**config.mk**
```make
export PLATFORM = sky130hd
export DESIGN_NAME = display_scan_ctrl
export DESIGN_NICKNAME = d
export VERILOG_FILES = /design/src/rtl/display_scan_ctrl.sv
export SDC_FILE = /design/constraint.sdc
export NUM_CORES = 1
export LEC_CHECK = 0
export CAP_MARGIN = 10
export CORE_UTILIZATION = 47
export CTS_CLUSTER_DIAMETER = 200
export CTS_CLUSTER_SIZE = 14
export DETAILED_ROUTE_END_ITERATION = 8
export PLACE_DENSITY = 0.86
export SLEW_MARGIN = 20
export SYNTH_ARGS = -nofsm -noshare
export SYNTH_HDL_FRONTEND = slang
export SYNTH_SLANG_ARGS = --single-unit
```
**constraint.sdc**
```tcl
create_clock -name CLK -period 2.1 [get_ports CLK]
set_clock_uncertainty 0.2 [all_clocks]
set_input_delay 0.525 -clock CLK [delete_from_list [all_inputs] [get_ports CLK]]
set_output_delay 0.525 -clock CLK [all_outputs]
set_load 0.05 [all_outputs]
```
**src/rtl/display_scan_ctrl.sv**
```systemverilog
// Multiplexed 7-seg scan sequencer: dwell/guard digit scan, frame-aligned data
// latch handshake, and optional leading-zero blanking.
module display_scan_ctrl #(
  parameter int DIGITS       = 3,
  parameter int DIV          = 1000,
  parameter int BLANK_CYCLES = 2
) (
  input  logic                  CLK,
  input  logic                  RST_N,
  input  logic                  UPDATE_REQ,
  output logic                  UPDATE_ACK,
  output logic                  LATCH_ENA_N,
  input  logic [4*DIGITS-1:0]   LATCHED,
  input  logic                  BLANK_LZ,
  output logic [DIGITS-1:0]     DIGIT_SEL_N,
  output logic [3:0]            NIBBLE
);
  localparam int CMAX = (DIV > BLANK_CYCLES) ? DIV : BLANK_CYCLES;
  localparam int CW   = $clog2(CMAX + 1);
  localparam int IW   = (DIGITS > 1) ? $clog2(DIGITS) : 1;

  localparam logic [IW-1:0] LAST_IDX = IW'(DIGITS - 1);
  localparam logic [CW-1:0] DIV_LD   = CW'(DIV);
  localparam logic [CW-1:0] BLK_LD   = CW'(BLANK_CYCLES);
  localparam logic [CW-1:0] ONE      = CW'(1);

  typedef enum logic [1:0] {S_GUARD, S_ON, S_LATCH, S_SETTLE} state_e;

  state_e              state_q, state_d;
  logic [IW-1:0]       idx_q, idx_d;
  logic [CW-1:0]       cnt_q, cnt_d;
  logic [DIGITS-1:0]   sel_q, sel_d;
  logic [3:0]          nib_q, nib_d;
  logic                ena_n_q, ena_n_d;
  logic                ack_q, ack_d;

  logic [DIGITS-1:0]   blank_mask;
  logic                allz;
  logic                go_scan, go_on;
  logic [IW-1:0]       scan_idx;

  // blank_mask[i]: digit i and every more-significant nibble are zero
  always_comb begin
    blank_mask = '0;
    allz       = 1'b1;
    for (int i = DIGITS - 1; i >= 0; i--) begin
      allz = allz && (LATCHED[4*i +: 4] == 4'h0);
      if (i > 0) blank_mask[i] = BLANK_LZ && allz;
    end
  end

  always_comb begin
    state_d  = state_q;
    idx_d    = idx_q;
    cnt_d    = cnt_q;
    sel_d    = sel_q;
    nib_d    = nib_q;
    ena_n_d  = 1'b1;
    ack_d    = 1'b0;
    go_scan  = 1'b0;
    go_on    = 1'b0;
    scan_idx = idx_q;

    unique case (state_q)
      S_GUARD: begin
        // counter 0 only happens right after reset: that edge acts as the guard entry
        if (BLANK_CYCLES == 0 || cnt_q == ONE) go_on = 1'b1;
        else if (cnt_q == '0)                  cnt_d = BLK_LD;
        else                                   cnt_d = cnt_q - ONE;
      end
      S_ON: begin
        if (cnt_q > ONE) begin
          cnt_d = cnt_q - ONE;
        end else if (idx_q != LAST_IDX) begin
          go_scan  = 1'b1;
          scan_idx = idx_q + IW'(1);
        end else if (UPDATE_REQ) begin
          state_d = S_LATCH;
          sel_d   = '1;
          ena_n_d = 1'b0;
          ack_d   = 1'b1;
        end else begin
          go_scan  = 1'b1;
          scan_idx = '0;
        end
      end
      S_LATCH:  state_d = S_SETTLE;
      S_SETTLE: begin
        go_scan  = 1'b1;
        scan_idx = '0;
      end
      default:  state_d = S_GUARD;
    endcase

    if (go_scan) begin
      idx_d = scan_idx;
      sel_d = '1;
      if (BLANK_CYCLES == 0) begin
        go_on = 1'b1;
      end else begin
        state_d = S_GUARD;
        cnt_d   = BLK_LD;
      end
    end

    // digit select and nibble are sampled once on ON entry, held for the dwell
    if (go_on) begin
      state_d = S_ON;
      idx_d   = scan_idx;
      cnt_d   = DIV_LD;
      if (blank_mask[scan_idx]) begin
        sel_d = '1;
        nib_d = 4'h0;
      end else begin
        sel_d = ~(DIGITS'(1) << scan_idx);
        nib_d = LATCHED[4*scan_idx +: 4];
      end
    end
  end

  always_ff @(posedge CLK or negedge RST_N) begin
    if (!RST_N) begin
      state_q <= S_GUARD;
      idx_q   <= '0;
      cnt_q   <= '0;
      sel_q   <= '1;
      nib_q   <= 4'h0;
      ena_n_q <= 1'b1;
      ack_q   <= 1'b0;
    end else begin
      state_q <= state_d;
      idx_q   <= idx_d;
      cnt_q   <= cnt_d;
      sel_q   <= sel_d;
      nib_q   <= nib_d;
      ena_n_q <= ena_n_d;
      ack_q   <= ack_d;
    end
  end

  assign DIGIT_SEL_N = sel_q;
  assign NIBBLE      = nib_q;
  assign LATCH_ENA_N = ena_n_q;
  assign UPDATE_ACK  = ack_q;

endmodule

```
==> flow_summary.toml <==
[route]
ant_nets = 0
vias = 1439
dr.pass1.iters = 6
drt-initial-drc-count = 66
drc = 8
wirelength_um = 4019
wire_per_inst_um = 17.18
vias_per_cell = 6.150

[floorplan]
die_h_um = 56.95
pin_count = 25
die_area_um2 = 3243
core_region_area_um2 = 2805
fp.dieW_um = 56.95
start_util = 0.5058
row_count = 19

[timing]
finalSetupViolCount = 10
rsz0062_at_grt = "yes"
fin_ws_ns = -0.04701
max_clock_freq_mhz = 465.8
fin_crit_sh = 1.022
fin_crit_ns = 2.147
final_hold_viol_count = 0
slew_headroom = 0.5705
drv_slew = 0
worstMarginPinSlew_ns = 0.6384

[critical_path]
crit_buf_inv = 3
reg2regPathDepth = 8
r2r_slack_ns = -0.05
end_kind = "flip-flop"
crit_type = "flip-flop to flip-flop"
r2r-end = "cnt_q[7]"
start_kind = "flip-flop"
cp.arrival_ns = 2.18
worst_path_most_repeated_cell = "buf_6"
critical-path-max-stage-delay_ns = 0.46
rr_startpoint = "cnt_q[6]"
path_cells = "nor4_4 > buf_4 > and3_4 > a2bb2oi_2 > buf_6 > buf_6 > o21ai_1 > a22o_1"
crit_fanout = 5
required_ns = 2.14
crit_family = "simple AND/OR/NAND/NOR gates"
slowest_stage = "dfrtp_1"

[global_route]
track_usage = 0.2676
first_global_vias = 1509
grt_pass1_wl_um = 6755
grtUsageMet3 = 0.02948
antenna_found_initial = 0
busiest_layer = "met2"
use_met2 = 0.4807
grtUsageMet1 = 0.3187
grt_max_degree = 24
gr-total-overflow = 0

[cts]
cts_buffer_depth = 2
cts.clk_slew.worst_paths_ns = 0.14
cts_hold_buf = 0
cts_buffers = 3
clk_latency_ns = 0.33
cts_sinks = 23
cts_tree = "done"
htreeDepth = 1
root_buffer = "clkbuf_4"

[logic_synthesis]
ys.flop_type = "dfrtp_1"
yosysSeqAreaShare = 0.4092
synth_cells = 146
synth_top_area_frac = 0.3351
avgSynthCellArea_um2 = 9.718
syn-cell-area_um2 = 1419
synth_cell_types = 45
ys_seq_elements = 23
synth_edf_count = 0
ys_warn_count = 0
yosysTopAreaCell = "dfrtp_1"
syn_nets = 165
synth_area_leaders = "dfrtp_1 (34%), dfstp_2 (7.4%), o21ai_0 (4.2%), nand2_1 (3.7%), o211ai_1 (3.2%)"
async_reset_ff_frac = 1.000

[final_layout]
nNetsFinal = 223
areaGrowthSynthToFinish_pct = 50.71
drive_above_1_share = 0.4138
fin_area_um2 = 2138
final_util = 0.7623
num_antenna_cells = 0

[status]
failed_checks = "DRC, setup timing"
status = "finished with violations"

[worst_hold_path]
hp-class = "flip-flop to flip-flop"
hold_path_depth = 2
hold_path.startpoint = "NIBBLE[0]"
holdPathEnd = "NIBBLE[0]"

[placed_design]
place_congestion = 0.8825
dp_hpwl_um = 2779
post-place-ws_ns = -0.3066
port_buffers = 24
postPlaceCellArea_um2 = 1976

[pwr]
p_per_area_nw_per_um2 = 348.1
power_uw = 744.3
peakVddDrop_mv = 0.2271
cellLeakagePower_nw = 0.8669

[run]
drv_cap = 0
[timing repair]
action / CTS / global route
endpoints found under the setup margin: 9 / 14
gates cloned: 1 / 0
buffers inserted: 2 / 0
gates resized for setup: 14 / 18
pin swaps: 7 / 4
[cell families (layout without fill, tap and decap cells)]
family          Yosys count  count (layout)  synth area share
fa+ha+maj                 3               3           0.02646
compound gates           44              44            0.2443
simple gates             59              59            0.2495
mux                       5               5           0.03616
buf+inv                  12              69           0.03439
flops                    23              23            0.4092
[worst max path at each step]
stage | startpoint | endpoint | slack [ns] | cells past startpoint
2_1_floorplan | cnt_q[4] | NIBBLE[0] | -0.004 | 5
3_3_place_gp | UPDATE_REQ | cnt_q[8] | -0.24 | 7
3_5_place_dp | UPDATE_REQ | cnt_q[8] | -0.31 | 7
4_1_cts | cnt_q[4] | NIBBLE[0] | -0.08 | 5
5_1_grt | cnt_q[4] | NIBBLE[0] | -0.12 | 5
6_report | cnt_q[6] | cnt_q[7] | -0.05 | 8
[report_power, final]
part / switching, mW / internal, mW / total (mW)
clock: 0.148 / 0.0746 / 0.222
combinational: 0.0364 / 0.0363 / 0.0727
sequential: 0.00208 / 0.447 / 0.449
total: 0.186 / 0.558 / 0.744
[worst register-to-register path, delay by kind of cell (launching register included)]
kind | cells | cell delay [ns]
flops | 1 | 0.46
compound gates | 3 | 0.43
simple gates | 2 | 0.53
buf+inv | 3 | 0.42
[layout by cell type, fill, tap and decap left out, types with 3 or more instances in the layout]
cell type | netlist | final
nand2b_1 | 3 | 3
dfrtp_1 | 19 | 14
o211ai_1 | 6 | 6
clkbuf_4 | 0 | 3
mux2i_1 | 4 | 4
dfstp_2 | 4 | 4
clkdlybuf4s50_1 | 0 | 15
inv_2 | 0 | 3
nor2_1 | 8 | 8
buf_4 | 0 | 34
nand4_1 | 3 | 3
inv_1 | 7 | 4
dfrtp_2 | 0 | 5
a22o_1 | 4 | 4
o21ai_0 | 12 | 7
nand2_1 | 14 | 14
buf_6 | 0 | 4
buf_12 | 0 | 4
nand4b_1 | 4 | 4
or4_4 | 1 | 3
a2bb2oi_2 | 0 | 3
o21ai_1 | 0 | 3
[stage by stage]
stage          cells  TNS [ns]  hold slack [ns]
6_report         234   -0.2479           0.3301
5_1_grt          234   -0.9513           0.3398
4_1_cts          234   -0.3946           0.3344
3_5_place_dp     227    -2.011           0.3025
3_3_place_gp     227    -1.414           0.2915
2_1_floorplan    146  -0.01289          0.02941
[area by class of cell]
class	instances	area, µm²
multi-input cells	111	924.6
fillers	197	666.9
flip-flops and latches	23	586.8
repair buffers	58	535.5
well taps	31	38.79
clock buffers	4	26.28
inverters	7	26.28
[sequential cells by signal, indices dropped and copies added (netlist names)]
| name | cells |
|---|---|
| UPDATE_ACK | 1 |
| LATCH_ENA_N | 1 |
| cnt_q | 10 |
| NIBBLE | 4 |
| state_q | 2 |
| idx_q | 2 |
| DIGIT_SEL_N | 3 |
[per-layer routing]
metal | vias to the layer above | routed length (µm)
met5 | - | 0
li1 | 673 | -
met1 | 705 | 1618
met2 | 47 | 2086
met3 | 14 | 206
met4 | 0 | 106
[synthesized netlist by cell type, types with 2 or more instances]
| master | n |
|---|---|
| a21o_1 | 2 |
| a22o_1 | 4 |
| nand2_1 | 14 |
| a2bb2oi_1 | 4 |
| dfstp_2 | 4 |
| clkbuf_1 | 2 |
| o211ai_1 | 6 |
| buf_2 | 3 |
| nor3_1 | 3 |
| and3_1 | 3 |
| ha_1 | 3 |
| nand4_1 | 3 |
| nand3_1 | 3 |
| nand4b_1 | 4 |
| nor4_1 | 2 |
| or2_2 | 2 |
| o21ai_0 | 12 |
| nor2b_1 | 2 |
| nand2b_1 | 3 |
| dfrtp_1 | 19 |
| or3_1 | 2 |
| mux2i_1 | 4 |
| inv_1 | 7 |
| nor2_1 | 8 |
| or4_1 | 3 |
| a211oi_1 | 2 |
| o31a_1 | 2 |
| o31ai_1 | 2 |
| nand3b_1 | 2 |
Note: power is estimated with default switching activity, not from simulation.
